**src/rtl/mc8051_alu_mdu.sv**
```systemverilog
// 8051 ALU with registered results, iterative MUL/DIV (STEP bits per cycle) and decimal adjust.
// Latency: 1 cycle for single-cycle ops and DIV by zero, DW/STEP+1 cycles for MUL/DIV.
// Backpressure: none; i_start is ignored while busy, results and flags hold until the next completion.
module mc8051_alu_mdu #(
    parameter int DW   = 8,
    parameter int STEP = 1
) (
    input  logic          i_clk,
    input  logic          i_rst,
    input  logic          i_start,
    input  logic [3:0]    i_op,
    input  logic [DW-1:0] i_a,
    input  logic [DW-1:0] i_b,
    input  logic          i_cy,
    input  logic          i_ac,
    output logic          o_busy,
    output logic          o_done,
    output logic [DW-1:0] o_res_lo,
    output logic [DW-1:0] o_res_hi,
    output logic          o_hi_we,
    output logic          o_cy,
    output logic          o_ac,
    output logic          o_ov,
    output logic          o_zo,
    output logic          o_pr,
    output logic          o_cy_we,
    output logic          o_ac_we,
    output logic          o_ov_we
);
    localparam int NIT = DW / STEP;
    localparam int CW  = $clog2(NIT);
    localparam logic [CW-1:0] LAST = CW'(NIT - 1);

    localparam logic [3:0] OP_ADD  = 4'h0, OP_ADDC = 4'h1, OP_SUBB = 4'h2, OP_AND  = 4'h3;
    localparam logic [3:0] OP_OR   = 4'h4, OP_XOR  = 4'h5, OP_RL   = 4'h6, OP_RR   = 4'h7;
    localparam logic [3:0] OP_RLC  = 4'h8, OP_RRC  = 4'h9, OP_CPL  = 4'hA, OP_SWAP = 4'hB;
    localparam logic [3:0] OP_DA   = 4'hC, OP_MUL  = 4'hD, OP_DIV  = 4'hE;

    typedef enum logic [1:0] {IDLE, ITER, FIN} state_t;

    state_t        state_q, state_d;
    logic [CW-1:0] cnt_q, cnt_d;
    logic [DW-1:0] m_q, m_d;          // multiplicand (MUL) or divisor (DIV)
    logic [DW:0]   wk_hi_q, wk_hi_d;  // partial product high / partial remainder
    logic [DW-1:0] wk_lo_q, wk_lo_d;  // multiplier bits / dividend shifting into quotient
    logic          is_div_q, is_div_d;
    logic [DW-1:0] res_lo_q, res_lo_d, res_hi_q, res_hi_d;
    logic          cy_q, cy_d, ac_q, ac_d, ov_q, ov_d, zo_q, zo_d, pr_q, pr_d;
    logic          cy_we_q, cy_we_d, ac_we_q, ac_we_d, ov_we_q, ov_we_d, hi_we_q, hi_we_d;

    // Single-cycle datapath
    logic          ci;
    logic [DW:0]   add_f, sub_f;
    logic          da_lo_adj, da_hi_adj;
    logic [8:0]    da_t1, da_t2;
    logic [DW-1:0] sc_lo;
    logic          sc_cy, sc_ac, sc_ov, sc_cy_we, sc_ac_we, sc_ov_we;

    // Iteration datapath
    logic [DW:0]   st_hi, rem;
    logic [DW-1:0] st_lo;
    logic          qb;

    // Carry/borrow into bit k is a[k]^b[k]^result[k], which gives AC (k=4) and OV (k=MSB).
    assign ci        = (i_op == OP_ADD) ? 1'b0 : i_cy;
    assign add_f     = {1'b0, i_a} + {1'b0, i_b} + {{DW{1'b0}}, ci};
    assign sub_f     = {1'b0, i_a} - {1'b0, i_b} - {{DW{1'b0}}, ci};
    assign da_lo_adj = (i_a[3:0] > 4'd9) || i_ac;
    assign da_t1     = {1'b0, i_a[7:0]} + (da_lo_adj ? 9'h006 : 9'h000);
    assign da_hi_adj = (da_t1[7:4] > 4'd9) || i_cy || da_t1[8];
    assign da_t2     = {1'b0, da_t1[7:0]} + (da_hi_adj ? 9'h060 : 9'h000);

    // Result and flags for the one-cycle ops; unstrobed flags keep their held values
    always_comb begin
        sc_lo    = res_lo_q;
        sc_cy    = cy_q;
        sc_ac    = ac_q;
        sc_ov    = ov_q;
        sc_cy_we = 1'b0;
        sc_ac_we = 1'b0;
        sc_ov_we = 1'b0;
        case (i_op)
            OP_ADD, OP_ADDC: begin
                sc_lo    = add_f[DW-1:0];
                sc_cy    = add_f[DW];
                sc_ac    = i_a[4] ^ i_b[4] ^ add_f[4];
                sc_ov    = i_a[DW-1] ^ i_b[DW-1] ^ add_f[DW-1] ^ add_f[DW];
                sc_cy_we = 1'b1;
                sc_ac_we = 1'b1;
                sc_ov_we = 1'b1;
            end
            OP_SUBB: begin
                sc_lo    = sub_f[DW-1:0];
                sc_cy    = sub_f[DW];
                sc_ac    = i_a[4] ^ i_b[4] ^ sub_f[4];
                sc_ov    = i_a[DW-1] ^ i_b[DW-1] ^ sub_f[DW-1] ^ sub_f[DW];
                sc_cy_we = 1'b1;
                sc_ac_we = 1'b1;
                sc_ov_we = 1'b1;
            end
            OP_AND:  sc_lo = i_a & i_b;
            OP_OR:   sc_lo = i_a | i_b;
            OP_XOR:  sc_lo = i_a ^ i_b;
            OP_RL:   sc_lo = {i_a[DW-2:0], i_a[DW-1]};
            OP_RR:   sc_lo = {i_a[0], i_a[DW-1:1]};
            OP_RLC: begin
                sc_lo    = {i_a[DW-2:0], i_cy};
                sc_cy    = i_a[DW-1];
                sc_cy_we = 1'b1;
            end
            OP_RRC: begin
                sc_lo    = {i_cy, i_a[DW-1:1]};
                sc_cy    = i_a[0];
                sc_cy_we = 1'b1;
            end
            OP_CPL:  sc_lo = ~i_a;
            OP_SWAP: sc_lo = {i_a[DW/2-1:0], i_a[DW-1:DW/2]};
            OP_DA: begin
                sc_lo      = i_a;
                sc_lo[7:0] = da_t2[7:0];
                sc_cy      = i_cy | da_t1[8] | da_t2[8];
                sc_cy_we   = 1'b1;
            end
            default: ;
        endcase
    end

    // STEP shift-add (MUL) or restoring-divide (DIV) bit steps per cycle
    always_comb begin
        st_hi = wk_hi_q;
        st_lo = wk_lo_q;
        rem   = '0;
        qb    = 1'b0;
        for (int s = 0; s < STEP; s++) begin
            if (is_div_q) begin
                rem = {st_hi[DW-1:0], st_lo[DW-1]};
                qb  = (rem >= {1'b0, m_q});
                if (qb) rem = rem - {1'b0, m_q};
                st_lo = {st_lo[DW-2:0], qb};
                st_hi = rem;
            end else begin
                if (st_lo[0]) st_hi = st_hi + {1'b0, m_q};
                st_lo = {st_hi[0], st_lo[DW-1:1]};
                st_hi = {1'b0, st_hi[DW:1]};
            end
        end
    end

    // Next-state and registered-output update; FIN accepts a new op like IDLE
    always_comb begin
        state_d  = state_q;
        cnt_d    = cnt_q;
        m_d      = m_q;
        wk_hi_d  = wk_hi_q;
        wk_lo_d  = wk_lo_q;
        is_div_d = is_div_q;
        res_lo_d = res_lo_q;
        res_hi_d = res_hi_q;
        cy_d     = cy_q;
        ac_d     = ac_q;
        ov_d     = ov_q;
        zo_d     = zo_q;
        pr_d     = pr_q;
        cy_we_d  = 1'b0;
        ac_we_d  = 1'b0;
        ov_we_d  = 1'b0;
        hi_we_d  = 1'b0;
        case (state_q)
            ITER: begin
                wk_hi_d = st_hi;
                wk_lo_d = st_lo;
                cnt_d   = cnt_q + CW'(1);
                if (cnt_q == LAST) begin
                    state_d  = FIN;
                    res_lo_d = st_lo;
                    res_hi_d = st_hi[DW-1:0];
                    cy_d     = 1'b0;
                    ov_d     = is_div_q ? 1'b0 : (st_hi[DW-1:0] != '0);
                    cy_we_d  = 1'b1;
                    ov_we_d  = 1'b1;
                    hi_we_d  = 1'b1;
                end
            end
            default: begin
                state_d = IDLE;
                if (i_start) begin
                    if (i_op == OP_MUL || (i_op == OP_DIV && i_b != '0)) begin
                        state_d  = ITER;
                        cnt_d    = '0;
                        is_div_d = (i_op == OP_DIV);
                        m_d      = (i_op == OP_DIV) ? i_b : i_a;
                        wk_hi_d  = '0;
                        wk_lo_d  = (i_op == OP_DIV) ? i_a : i_b;
                    end else if (i_op == OP_DIV) begin
                        state_d  = FIN;
                        res_lo_d = '1;
                        res_hi_d = i_a;
                        cy_d     = 1'b0;
                        ov_d     = 1'b1;
                        cy_we_d  = 1'b1;
                        ov_we_d  = 1'b1;
                        hi_we_d  = 1'b1;
                    end else begin
                        state_d  = FIN;
                        res_lo_d = sc_lo;
                        cy_d     = sc_cy;
                        ac_d     = sc_ac;
                        ov_d     = sc_ov;
                        cy_we_d  = sc_cy_we;
                        ac_we_d  = sc_ac_we;
                        ov_we_d  = sc_ov_we;
                    end
                end
            end
        endcase
        if (state_d == FIN) begin
            zo_d = (res_lo_d == '0);
            pr_d = ^res_lo_d;
        end
    end

    // State and output registers, cleared asynchronously
    always_ff @(posedge i_clk or posedge i_rst) begin
        if (i_rst) begin
            state_q  <= IDLE;
            cnt_q    <= '0;
            m_q      <= '0;
            wk_hi_q  <= '0;
            wk_lo_q  <= '0;
            is_div_q <= 1'b0;
            res_lo_q <= '0;
            res_hi_q <= '0;
            cy_q     <= 1'b0;
            ac_q     <= 1'b0;
            ov_q     <= 1'b0;
            zo_q     <= 1'b0;
            pr_q     <= 1'b0;
            cy_we_q  <= 1'b0;
            ac_we_q  <= 1'b0;
            ov_we_q  <= 1'b0;
            hi_we_q  <= 1'b0;
        end else begin
            state_q  <= state_d;
            cnt_q    <= cnt_d;
            m_q      <= m_d;
            wk_hi_q  <= wk_hi_d;
            wk_lo_q  <= wk_lo_d;
            is_div_q <= is_div_d;
            res_lo_q <= res_lo_d;
            res_hi_q <= res_hi_d;
            cy_q     <= cy_d;
            ac_q     <= ac_d;
            ov_q     <= ov_d;
            zo_q     <= zo_d;
            pr_q     <= pr_d;
            cy_we_q  <= cy_we_d;
            ac_we_q  <= ac_we_d;
            ov_we_q  <= ov_we_d;
            hi_we_q  <= hi_we_d;
        end
    end

    assign o_busy   = (state_q == ITER);
    assign o_done   = (state_q == FIN);
    assign o_res_lo = res_lo_q;
    assign o_res_hi = res_hi_q;
    assign o_hi_we  = hi_we_q;
    assign o_cy     = cy_q;
    assign o_ac     = ac_q;
    assign o_ov     = ov_q;
    assign o_zo     = zo_q;
    assign o_pr     = pr_q;
    assign o_cy_we  = cy_we_q;
    assign o_ac_we  = ac_we_q;
    assign o_ov_we  = ov_we_q;
endmodule

```
**config.mk**
```make
export PLATFORM = sky130hd
export DESIGN_NAME = mc8051_alu_mdu
export DESIGN_NICKNAME = d
export VERILOG_FILES = /design/src/rtl/mc8051_alu_mdu.sv
export SDC_FILE = /design/constraint.sdc
export NUM_CORES = 1
export LEC_CHECK = 0
export ABC_AREA = 0
export CAP_MARGIN = 20
export CORE_MARGIN = 4
export CORE_UTILIZATION = 45
export DETAILED_ROUTE_END_ITERATION = 12
export GPL_TIMING_DRIVEN = 0
export PLACE_DENSITY_LB_ADDON = 0.12
export SYNTH_ARGS = -nofsm -noshare
export SYNTH_HDL_FRONTEND = slang
export SYNTH_SLANG_ARGS = --single-unit
```
**constraint.sdc**
```tcl
create_clock -name i_clk -period 3.2 [get_ports i_clk]
set_input_delay 0.96 -clock i_clk [delete_from_list [all_inputs] [get_ports i_clk]]
set_output_delay 0.96 -clock i_clk [all_outputs]
set_load 0.02 [all_outputs]
```
==> results.py <==
metrics = {
    "timing": {
        "setup_slack_ps": -1470,
        "setup_viol": 16,
        "fin_tns_setup_ps": -6280,
        "skew_ps": 8.96,
        "rsz0062_at_grt": "yes",
        "max_slew_margin_pct": 31.5,
        "timing.final.crit_share_pct": 146,
        "worst_slew_pin_slew_ps": 1020,
        "period_minus_slack_ps": 4670,
        "slew_violations": 0,
        "final_hold_viol_count": 0,
        "fmax_mhz": 214,
    },
    "die": {
        "rows": 42,
        "dieArea_um2": 15600,
        "die_h_um": 125,
        "start_util_pct": 46.3,
        "dieWidth_um": 125,
        "io_pins": 52,
        "core-area_um2": 13300,
    },
    "worst_setup_path": {
        "end_kind": "register",
        "crit_type": "input pin to register",
        "cp.arrival_ps": 4840,
        "cp-start-kind": "input pin",
        "cp_data_required_time_ps": 3370,
        "crit_fanout": 4,
        "r2r_setup_slack_ps": 10,
    },
    "synthesis": {
        "synthArstFlopShare_pct": 100,
        "ys_top_cells_by_area": "dfrtp_1, ha_1, nand2_1, o21ai_0, nor2_1",
        "yosysTopAreaCell": "dfrtp_1",
        "seq_area_frac_synth_pct": 22.8,
        "synth-seq-cells": 56,
        "postSynthAreaPerCell_um2": 7.82,
        "synth.top_cell.area_share_pct": 22.8,
        "ys.warnings.count": 0,
        "yosysUniqueCellTypes": 83,
        "syn_inst": 787,
        "syn-cell-area_um2": 6150,
        "synth_nets": 875,
        "ys.flop_type": "dfrtp_1",
        "synth_edf_count": 0,
    },
    "drt": {
        "drt-pass1-iter-count": 5,
        "finalWirelength_um": 24100,
        "ant_nets": 0,
        "routedWlPerCell_um": 22.7,
        "drc": 0,
        "via_per_inst": 6.25,
        "drt-initial-drc-count": 570,
        "vias": 6614,
    },
    "power_and_ir_drop": {
        "power.share.combinational_pct": 63.7,
        "peakVddDrop_mv": 0.303,
        "p_clk_share_pct": 12.3,
        "power.leakage_nw": 3.41,
        "total_power_mw": 4.66,
        "switching_power_mw": 2.15,
        "pwr-share-seq_pct": 24.0,
        "internal_power_mw": 2.51,
        "powerDensity_nw_per_um2": 589,
        "netSwitchingFraction_pct": 46.1,
    },
    "layout": {
        "final_cell_mix": "nand2_1, nor2_1, o21ai_0",
        "drive_gt1_share_pct": 22.5,
        "final_area_um2": 7920,
        "post-route-util_pct": 59.5,
        "final_common_cell": "nand2_1",
        "nNetsFinal": 970,
        "fillers": 1229,
        "antenna_cells": 0,
        "synthToLayoutAreaGrowth_pct": 28.6,
    },
    "placed_design": {
        "place.gp.congestion": 0.995,
        "port_buffers": 50,
        "place_hpwl_um": 18100,
        "placed_area_um2": 6990,
    },
    "grt": {
        "grt_pass1_wl_um": 36700,
        "grt_pass1_vias": 6524,
        "grt_overflow": 0,
        "grt_usage_pct": 29.5,
        "antenna_found_initial": 0,
        "grt_max_degree": 42,
    },
    "clock_network": {
        "h-tree-depth": 2,
        "cts.sinks": 56,
        "cts_root_buffer": "clkbuf_16",
        "cts_hold_buf": 0,
        "cts_tree": "built",
        "clockBufferDepth": 2,
        "clk_latency_ps": 300,
        "cts.clk_slew.worst_paths_ps": 80,
        "cts-buffers-inserted": 5,
    },
    "min_path": {
        "hold_class": "register to register",
    },
    "run": {
        "cap_violations": 0,
    },
    "outcome": {
        "status": "finished, violations left",
        "violations": "negative setup slack",
    },
}
## registers in the layout, indices dropped and copies added (netlist names), 2 cells and up
name / count
o_res_hi: 8
state_q: 2
cnt_q: 3
wk_hi_q: 9
m_q: 8
wk_lo_q: 8
o_res_lo: 8
## per-stage QoR
| step | cells | hold WS [ps] | setup WS [ps] |
|---|---|---|---|
| final | 1059 | 494 | -1470 |
| after global routing | 1059 | 519 | -1550 |
| after CTS | 1051 | 501 | -1490 |
| after detailed placement | 1014 | 478 | -2740 |
| after global placement | 1013 | 470 | -2670 |
| after floorplan | 787 | 468 | -1370 |
## power groups by stage
stage	registers [mW]	clock network (mW)	logic, mW
floorplan	1.14	0	1.89
global route	1.14	0.611	3.21
detailed placement	1.13	0	2.69
global placement	1.11	0	2.62
finish	1.12	0.575	2.97
CTS	1.12	0.580	2.87
## layer usage
metal	global-route usage, %	share of wire [%]
met5	0	0
met2	51.2	49
met3	2.47	6.6
met4	15.1	5.2
met1	36.6	40
## synthesized netlist by cell type (5+ instances only)
cell and n:
a211oi_1 9, mux2_2 6, a21o_1 12, nand2b_1 7
nand2_1 94, o21ai_0 70, fa_1 7, xor2_1 8
a22oi_1 5, inv_1 46, o22ai_1 5, clkbuf_1 15
inv_2 8, and3_1 5, nor2_1 67, dfrtp_1 56
and2_1 5, buf_2 20, a21oi_1 50, ha_1 56
xnor2_1 18, a221oi_1 11, o211ai_1 21, mux2i_1 11
o21ai_1 7, nand3_1 20, a31oi_1 7, nor2b_1 17
a221oi_2 6, nor3_1 14
## path summary, 6_finish.rpt
path / start / end / depth (start not counted)
min reg2reg: o_res_hi[2]$_DFFE_PP0P_ / o_res_hi[2]$_DFFE_PP0P_ / 1
max in group asynchronous: i_rst / m_q[7]$_DFFE_PP0P_ / 3
max: i_a[2] / o_pr$_DFFE_PP0N_ / 22
min in group asynchronous: i_rst / o_res_lo[3]$_DFF_PP0_ / 2
min: o_res_hi[2]$_DFFE_PP0P_ / o_res_hi[2]$_DFFE_PP0P_ / 1
max reg2reg: wk_hi_q[4]$_DFFE_PP0P_ / o_pr$_DFFE_PP0N_ / 12
## worst max-delay path, cell delays in order
cell	delay, ps
buf_8	70
clkbuf_16	120
o21ai_4	60
nand2b_4	90
ha_4	140
inv_2	40
fa_2	360
or3_4	370
xnor2_4	150
nor2_2	80
o21ai_4	240
xor2_2	190
ha_4	220
a221oi_2	250
o211ai_1	170
a221oi_4	320
nor2_2	80
a211oi_2	220
ha_2	320
xnor2_2	140
xnor2_1	180
o21ai_1	80
## cell families after synthesis
group                    share of synthesized area (%)
adder cells (fa/ha/maj)                           13.7
AND/OR/NAND/NOR                                   21.7
flip-flops                                        22.8
XOR/XNOR                                          3.70
buffers and inverters                             6.81
multiplexers                                      2.89
AO/OA/AOI/OAI                                     28.4
## layout make-up
| class | count | area [um^2] | area share [%] |
|---|---|---|---|
| multi-input combinational | 634 | 4810 | 60.7 |
| sequential | 56 | 1400 | 17.7 |
| tap | 176 | 220 | 2.78 |
| buffer | 43 | 305 | 3.86 |
| clock buffer | 5 | 125 | 1.58 |
| clock inverter | 3 | 25.0 | 0.316 |
| timing repair buffer | 88 | 820 | 10.4 |
| inverter | 54 | 211 | 2.67 |
## repair_timing
| item | CTS | global route |
|---|---|---|
| gates cloned | 0 | 0 |
| buffers inserted | 29 | 8 |
| gates resized for setup | 131 | 21 |
| endpoints found under the setup margin | 20 | 25 |
| pin swaps | 40 | 22 |
(Power assumes the default switching activity.)
